--- src/rtl/shift_arb.sv ---
// -----------------------------------------------------------------------------
// shift_arb
//
// Two requesters share one barrel shifter. Requester 0 is the datapath and
// requester 1 is the microprogram sequencer. Each cycle at most one of them is
// granted. The granted operation is shifted and its result is registered into
// a single-entry output slot.
//
// The slot can be drained and refilled in the same cycle, so the block can
// accept one operation per cycle while the consumer keeps out_ready high.
//
// Optional feature macro:
//   SHIFT_ARB_RR_EN  defined   -> round-robin arbitration on simultaneous
//                                 requests (a one-bit pointer picks the winner)
//                    undefined -> fixed priority, requester 0 always wins
//
// Parameters:
//   WIDTH  operand / result width in bits
//   SHW    shift-amount width (log2 WIDTH)
//
// Ports:
//   clk                      rising-edge clock
//   reset_n                  asynchronous, active-low reset
//   req0_valid / req1_valid  requester presents an operation
//   req0_a / req1_a          operand
//   req0_shamt / req1_shamt  shift amount
//   req0_sh / req1_sh        shift type: 00 LSL, 01 LSR, 10 ASR, 11 ROR
//   req0_ready / req1_ready  operation accepted this cycle (combinational)
//   out_valid                result slot holds an unconsumed result
//   out_data                 shifted result
//   out_id                   index of the requester that issued the result
//   out_ready                consumer takes the result this cycle
// -----------------------------------------------------------------------------
module shift_arb #(
    parameter int WIDTH = 32,
    parameter int SHW   = 5
) (
    input  logic             clk,
    input  logic             reset_n,

    input  logic             req0_valid,
    input  logic [WIDTH-1:0] req0_a,
    input  logic [SHW-1:0]   req0_shamt,
    input  logic [1:0]       req0_sh,
    output logic             req0_ready,

    input  logic             req1_valid,
    input  logic [WIDTH-1:0] req1_a,
    input  logic [SHW-1:0]   req1_shamt,
    input  logic [1:0]       req1_sh,
    output logic             req1_ready,

    output logic             out_valid,
    output logic [WIDTH-1:0] out_data,
    output logic             out_id,
    input  logic             out_ready
);

    typedef enum logic {
        EMPTY = 1'b0,
        FULL  = 1'b1
    } state_t;

    state_t           state_q, state_d;
    logic [WIDTH-1:0] out_data_q, out_data_d;
    logic             out_id_q, out_id_d;

`ifdef SHIFT_ARB_RR_EN
    logic             rr_ptr_q, rr_ptr_d;
`endif

    logic             slot_free;
    logic             grant0, grant1, grant_any;

    logic [WIDTH-1:0] sel_a;
    logic [SHW-1:0]   sel_shamt;
    logic [1:0]       sel_sh;
    logic [SHW:0]     ror_left;
    logic [WIDTH-1:0] shift_result;

    // Arbitration. The slot is free when empty or when the held result is
    // drained this cycle. Grants are gated by reset_n so nothing is accepted
    // while reset is held low, even though the state register already reads
    // EMPTY at that point.
    always_comb begin
        slot_free = (state_q == EMPTY) || out_ready;
        grant0    = 1'b0;
        grant1    = 1'b0;
        if (slot_free && reset_n) begin
`ifdef SHIFT_ARB_RR_EN
            if (req0_valid && req1_valid) begin
                grant0 = ~rr_ptr_q;
                grant1 = rr_ptr_q;
            end else begin
                grant0 = req0_valid;
                grant1 = req1_valid;
            end
`else
            grant0 = req0_valid;
            grant1 = req1_valid && !req0_valid;
`endif
        end
        grant_any = grant0 || grant1;
    end

    // Operand mux and barrel shifter. The rotate is built from two
    // logical shifts. With a shift amount of 0 the left part shifts by
    // WIDTH and contributes nothing, so the operand passes through unchanged.
    always_comb begin
        sel_a     = grant1 ? req1_a     : req0_a;
        sel_shamt = grant1 ? req1_shamt : req0_shamt;
        sel_sh    = grant1 ? req1_sh    : req0_sh;
        ror_left  = (SHW+1)'(WIDTH) - {1'b0, sel_shamt};

        shift_result = '0;
        case (sel_sh)
            2'b00:   shift_result = sel_a << sel_shamt;
            2'b01:   shift_result = sel_a >> sel_shamt;
            2'b10:   shift_result = $signed(sel_a) >>> sel_shamt;
            default: shift_result = (sel_a >> sel_shamt) | (sel_a << ror_left);
        endcase
    end

    // Next-state logic. A grant always fills the slot, which covers
    // same-cycle drain and refill. Without a grant, a drained slot empties
    // and an undrained slot keeps its contents.
    always_comb begin
        state_d    = state_q;
        out_data_d = out_data_q;
        out_id_d   = out_id_q;
        if (grant_any) begin
            state_d    = FULL;
            out_data_d = shift_result;
            out_id_d   = grant1;
        end else if (out_ready) begin
            state_d    = EMPTY;
        end
    end

`ifdef SHIFT_ARB_RR_EN
    // After every grant the pointer moves to the requester that did not win.
    always_comb begin
        rr_ptr_d = rr_ptr_q;
        if (grant_any) begin
            rr_ptr_d = grant0;
        end
    end
`endif

    // State register. Reset clears the held result at once, with no clock
    // edge needed.
    always_ff @(posedge clk or negedge reset_n) begin
        if (!reset_n) begin
            state_q    <= EMPTY;
            out_data_q <= '0;
            out_id_q   <= 1'b0;
        end else begin
            state_q    <= state_d;
            out_data_q <= out_data_d;
            out_id_q   <= out_id_d;
        end
    end

`ifdef SHIFT_ARB_RR_EN
    always_ff @(posedge clk or negedge reset_n) begin
        if (!reset_n) begin
            rr_ptr_q <= 1'b0;
        end else begin
            rr_ptr_q <= rr_ptr_d;
        end
    end
`endif

    // Output logic.
    always_comb begin
        out_valid  = (state_q == FULL);
        out_data   = out_data_q;
        out_id     = out_id_q;
        req0_ready = grant0;
        req1_ready = grant1;
    end

endmodule

--- config.mk ---
export PLATFORM = sky130hd
export DESIGN_NAME = shift_arb
export DESIGN_NICKNAME = d
export VERILOG_FILES = /design/src/rtl/shift_arb.sv
export SDC_FILE = /design/constraint.sdc
export NUM_CORES = 1
export LEC_CHECK = 0
export CAP_MARGIN = 10
export CORE_MARGIN = 1
export CORE_UTILIZATION = 57
export DETAILED_ROUTE_END_ITERATION = 6
export GPL_ROUTABILITY_DRIVEN = 1
export GPL_TIMING_DRIVEN = 1
export PLACE_DENSITY = 0.8
export SYNTH_ARGS = -nofsm -noshare
export SYNTH_HDL_FRONTEND = slang
export SYNTH_SLANG_ARGS = --single-unit
--- constraint.sdc ---
create_clock -name clk -period 4.1 [get_ports clk]
set_input_delay 1.23 -clock clk [delete_from_list [all_inputs] [get_ports clk]]
set_output_delay 1.23 -clock clk [all_outputs]
set_load 0.02 [all_outputs]
==> impl_metrics.toml, run 1 <==
[status]
status = "stopped before the end"
lastStage = "global routing"
stop_error = "[ERROR GRT-0116] Global routing finished with congestion. Check the congestion regions in the DRC Viewer."

[floorplan]
initial_standard_cell_utilization_of_the_core_pct = 58.11
die_y_um = 148.2
placement_rows = 53
top_level_ports = 119
floorplan.die.width_um = 148.2

[synth]
synth.cell_area_mm2 = 0.01218
yosys_warnings = 0
synth_enable_flop_cells = 0
post_synth_most_frequent_cells = "233 x sky130_fd_sc_hd__mux2i_1, 134 x sky130_fd_sc_hd__nand2_1, 118 x sky130_fd_sc_hd__nor2_1"
number_of_synthesized_register_bits = 34
yosysTopAreaCell = "sky130_fd_sc_hd__mux2i_1"
synthesis.instances = 1484
syn-num-nets = 1568
yosysTopAreaCellShare_pct = 19.15
postSynth.topFlopCell = "sky130_fd_sc_hd__dfrtp_1"
synth_area_per_cell_um2 = 8.205
synth.lib_cells_used.distinct = 89
yosysMostFrequentCell = "sky130_fd_sc_hd__mux2i_1"
synth_top_cells_by_area = "sky130_fd_sc_hd__mux2i_1 19%, sky130_fd_sc_hd__mux4_2 17%, sky130_fd_sc_hd__dfrtp_1 7.0%, sky130_fd_sc_hd__mux2_2 5.7%, sky130_fd_sc_hd__nand2_1 4.1%"
fraction_of_registers_with_async_set_reset_pct = 100.0
synth_seq_area_share_pct = 6.987

[global_route]
first_global_vias = 16670
overflow = 3
largest_net_degree_at_the_start_of_global_routing = 66
first_pass_grt_wire_length_mm = 103.6
grt_usage_pct = 64.39

[clocking]
htree_levels = 2
cts.sink_count = 34
cts.path.max_buffers = 2
cts_made_buffers = 5
library_cell_used_as_clock_root_buffer = "sky130_fd_sc_hd__clkbuf_16"
hold_buf_cts = 0

[placed_design]
detailed_place_hpwl_mm = 47.57
place.port_buffers = 118
gp_congestion = 1.354
worst_slack_at_placement_ps = -507.8
-- cell families after synthesis --
| kind of cell | count (synthesis) | share of synthesized area (%) |
|---|---|---|
| xor gates and xnor gates | 6 | 0.4316 |
| adders and majority gates | 1 | 0.1027 |
| and+or+nand+nor | 430 | 16.37 |
| muxes | 396 | 43.03 |
| AOI/OAI and AO/OA | 425 | 24.69 |
| buffers and inverters | 192 | 8.385 |
| DFF | 34 | 6.987 |
-- through the flow --
| stage | cells | TNS (ps) | instance area (µm²) | utilization (%) | hold WS (ps) |
|---|---|---|---|---|---|
| after CTS | 2008 | 0 | 15580 | 74.35 | 485.8 |
| after detailed placement | 1995 | -10450 | 15270 | 72.85 | 478.1 |
| after global placement | 1995 | -7927 | 15270 | 72.85 | 466.2 |
| after floorplan | 1484 | -593.2 | 12310 | - | 580.0 |
-- layer usage --
layer	GRT overflow	track usage [%]
met3	0	55.12
met5	0	19.09
met1	0	66.06
met4	2	54.79
met2	1	78.50
-- timing repair --
action,4_1_cts
pin swaps,5
gates resized for setup,23
setup endpoints to repair,22
setup buffers,4
hold endpoints to repair,0
cloned,1
==> run 2: changes to the inputs <==
--- a/config.mk
+++ b/config.mk
@@ -7,11 +7,11 @@
 export LEC_CHECK = 0
 export CAP_MARGIN = 10
 export CORE_MARGIN = 1
-export CORE_UTILIZATION = 57
+export CORE_UTILIZATION = 40
 export DETAILED_ROUTE_END_ITERATION = 6
 export GPL_ROUTABILITY_DRIVEN = 1
 export GPL_TIMING_DRIVEN = 1
-export PLACE_DENSITY = 0.8
+export PLACE_DENSITY_LB_ADDON = 0.15
 export SYNTH_ARGS = -nofsm -noshare
 export SYNTH_HDL_FRONTEND = slang
 export SYNTH_SLANG_ARGS = --single-unit
==> run 2 against run 1 <==
Net effect: the run now ends clean; synthesized area unchanged; synthesized cell count unchanged.
==> impl_metrics.toml, run 2 <==
[job]
maxCapViolCount = 0

[placed_design]
place.port_buffers = 118
gp_congestion = 1.090
detailed_place_hpwl_mm = 61.76

[clocking]
clk_pin_slew_worst_paths_ps = 70
cts_tree = "built"
cts.sink_count = 34
cts.path.max_buffers = 2
cts_made_buffers = 5
htree_levels = 2
clk-insertion-delay-late_ps = 300
library_cell_used_as_clock_root_buffer = "sky130_fd_sc_hd__clkbuf_16"

[status]
status = "complete, no violations"

[pwr]
leakage_nw = 7.419
power.total_mw = 4.293
worst_ir_drop_vdd_uv = 132.1
power_density_mw_per_mm2 = 246.1

[worst_setup_path]
startpoint_type = "input pin"
timing.critical_path.mode_cell = "sky130_fd_sc_hd__buf_4"
cp_slowest_cell = "sky130_fd_sc_hd__mux2i_4"
end_kind = "flip-flop"
timing.reg2reg.worst_path_depth = 14
path_cells = "dlygate4sd2_1 > nor2b_1 > buf_4 > nand3_4 > buf_8 > buf_6 > mux2i_4 > buf_4 > o21ai_0 > o22ai_2 > nor3_1 > o32ai_1 > o31ai_1"
slowest_delay_ps = 390
critPathArrivalTime_ps = 4200
path_buf_inv = 5
timing.critical_path.required_ps = 4250
crit_fanout = 33
critPathTopFamily = "buffers and inverters"
worstSetupPathDepth = 13
start_to_end_type_of_the_worst_setup_path = "in2reg"

[synth]
synth_enable_flop_cells = 0
synth_top_cells_by_area = "sky130_fd_sc_hd__mux2i_1 19%, sky130_fd_sc_hd__mux4_2 17%, sky130_fd_sc_hd__dfrtp_1 7.0%, sky130_fd_sc_hd__mux2_2 5.7%, sky130_fd_sc_hd__nand2_1 4.1%"
synth_area_per_cell_um2 = 8.205
syn-num-nets = 1568
fraction_of_registers_with_async_set_reset_pct = 100.0
post_synth_most_frequent_cells = "233 x sky130_fd_sc_hd__mux2i_1, 134 x sky130_fd_sc_hd__nand2_1, 118 x sky130_fd_sc_hd__nor2_1"
postSynth.topFlopCell = "sky130_fd_sc_hd__dfrtp_1"
synthesis.instances = 1484
synth.cell_area_mm2 = 0.01218
synth_seq_area_share_pct = 6.987
number_of_synthesized_register_bits = 34
yosysMostFrequentCell = "sky130_fd_sc_hd__mux2i_1"
yosys_warnings = 0
yosysTopAreaCellShare_pct = 19.15
synth.lib_cells_used.distinct = 89
yosysTopAreaCell = "sky130_fd_sc_hd__mux2i_1"

[route]
drtPass1Iterations = 7
met2_length_mm = 32.93
top_layer_used_by_detailed_routing = "met5"
routed-via-count = 16240
drt-met1-wl_mm = 27.57
vias_per_cell = 7.039
route.met3.wl_mm = 9.143
drc = 0
routed_wire_length_per_instance_um = 32.85
wl_mm = 75.79
iteration_0_drc_markers = 2412
drt.antenna.violating_nets = 0

[final_layout]
most_frequent_cells_in_the_layout = "447 x sky130_fd_sc_hd__buf_4, 224 x sky130_fd_sc_hd__mux2i_1, 129 x sky130_fd_sc_hd__nand2_1"
finish.utilization_pct = 58.55
areaGrowthSynthToFinish_pct = 43.28
largest_reg_flops = 32
post_route_cells_drive_above_1_share_pct = 38.88
leading_cell_type_in_the_layout_fill_and_taps_excluded = "sky130_fd_sc_hd__buf_4"
nets = 1999
nFillCells = 2734

[global_route]
grt_usage_pct = 48.33
first_pass_grt_wire_length_mm = 108.7
number_of_antenna_violations_at_the_first_check_in_global_routing = 2
overflow = 0
largest_net_degree_at_the_start_of_global_routing = 51
first_global_vias = 15690

[min_path]
min_path_type = "reg2reg"
min_path_cells = 2

[timing]
finClkSkew_ps = 7.159
count_of_final_setup_violators = 0
final_max_slew_viol_count = 0
timing_hold_violations_final = 0
worst_slew_pin_slew_ps = 875.9
timing.max_slew.rel_slack_pct = 41.51
fin_tns_setup_ps = 0
maxClockFrequency_mhz = 247.0
layout_min_cycle_time_ps = 4049
final_min_period_over_clock_period_pct = 98.75

[floorplan]
floorplan.die.width_um = 176.5
die_y_um = 176.5
coreArea_mm2 = 0.02980
top_level_ports = 119
dieArea_mm2 = 0.03114
initial_standard_cell_utilization_of_the_core_pct = 40.87
placement_rows = 63
## run 2: final cells by class
type                            instances  area, µm²  area share, %
Tap cell                              390      488.0          2.797
Inverter                               17      68.82         0.3944
Antenna cell                            1      2.502        0.01434
Multi-Input combinational cell       1258      10670          61.15
Clock buffer                            5      125.1         0.7172
Sequential cell                        34      850.8          4.877
Timing Repair Buffer                  599       5174          29.65
Clock inverter                          3      68.82         0.3944
## run 2: repair_timing
item / in CTS / in global routing
gates resized for setup: 43 / 25
pin swaps: 6 / 7
buffers inserted: 2 / 2
hold buffers: 0 / 0
setup endpoints to repair: 32 / 31
## run 2: power breakdown
| part | internal [mW] | switching (mW) | total [mW] | leakage [nW] |
|---|---|---|---|---|
| sequential | 0.418 | 0.0675 | 0.485 | 0.391 |
| combinational | 1.43 | 1.83 | 3.26 | 6.93 |
| clock | 0.351 | 0.197 | 0.548 | 0.0940 |
| total | 2.20 | 2.09 | 4.29 | 7.42 |
## run 2: worst paths after layout
kind                         startpoint      endpoint  slack (ps)
max reg2reg                   out_valid  out_data[14]         900
min                        out_data[29]  out_data[29]         490
min reg2reg                out_data[29]  out_data[29]         490
max in group asynchronous       reset_n   out_data[5]        2660
max                          req1_valid  out_data[28]          50
min in group asynchronous       reset_n     out_valid        1160
## run 2: cells by family after synthesis
logic type	after synthesis	share of synthesized area [%]
muxes	396	43.03
DFF	34	6.987
buffers and inverters	192	8.385
xor gates and xnor gates	6	0.4316
adders and majority gates	1	0.1027
and+or+nand+nor	430	16.37
AOI/OAI and AO/OA	425	24.69
## run 2: layer usage
metal  vias to the layer above  track usage, %
li1                       6683               -
met5                         -           1.122
met4                         4           32.26
met3                       328           11.50
met1                      7855           59.70
met2                      1370           74.62
## run 2: tightest hold or removal path: cells and delay by family (launching register included)
kind,cells,cell delay [ps]
and+or+nand+nor,1,50
DFF,1,360
AOI/OAI and AO/OA,1,50
## run 2: metrics by stage
| stage | hold WS [ps] | instance area (µm²) | std cells | setup WS, ps |
|---|---|---|---|---|
| floorplan | 580.0 | 12310 | 1484 | -86.62 |
| global placement | 457.7 | 16930 | 2295 | -1081 |
| detailed placement | 483.7 | 16930 | 2295 | -1045 |
| CTS | 505.4 | 17320 | 2305 | -23.86 |
| global route | 518.3 | 17440 | 2306 | -4.555 |
| finish | 492.7 | 17450 | 2307 | 51.27 |
Power figures use the tool's default switching activity.
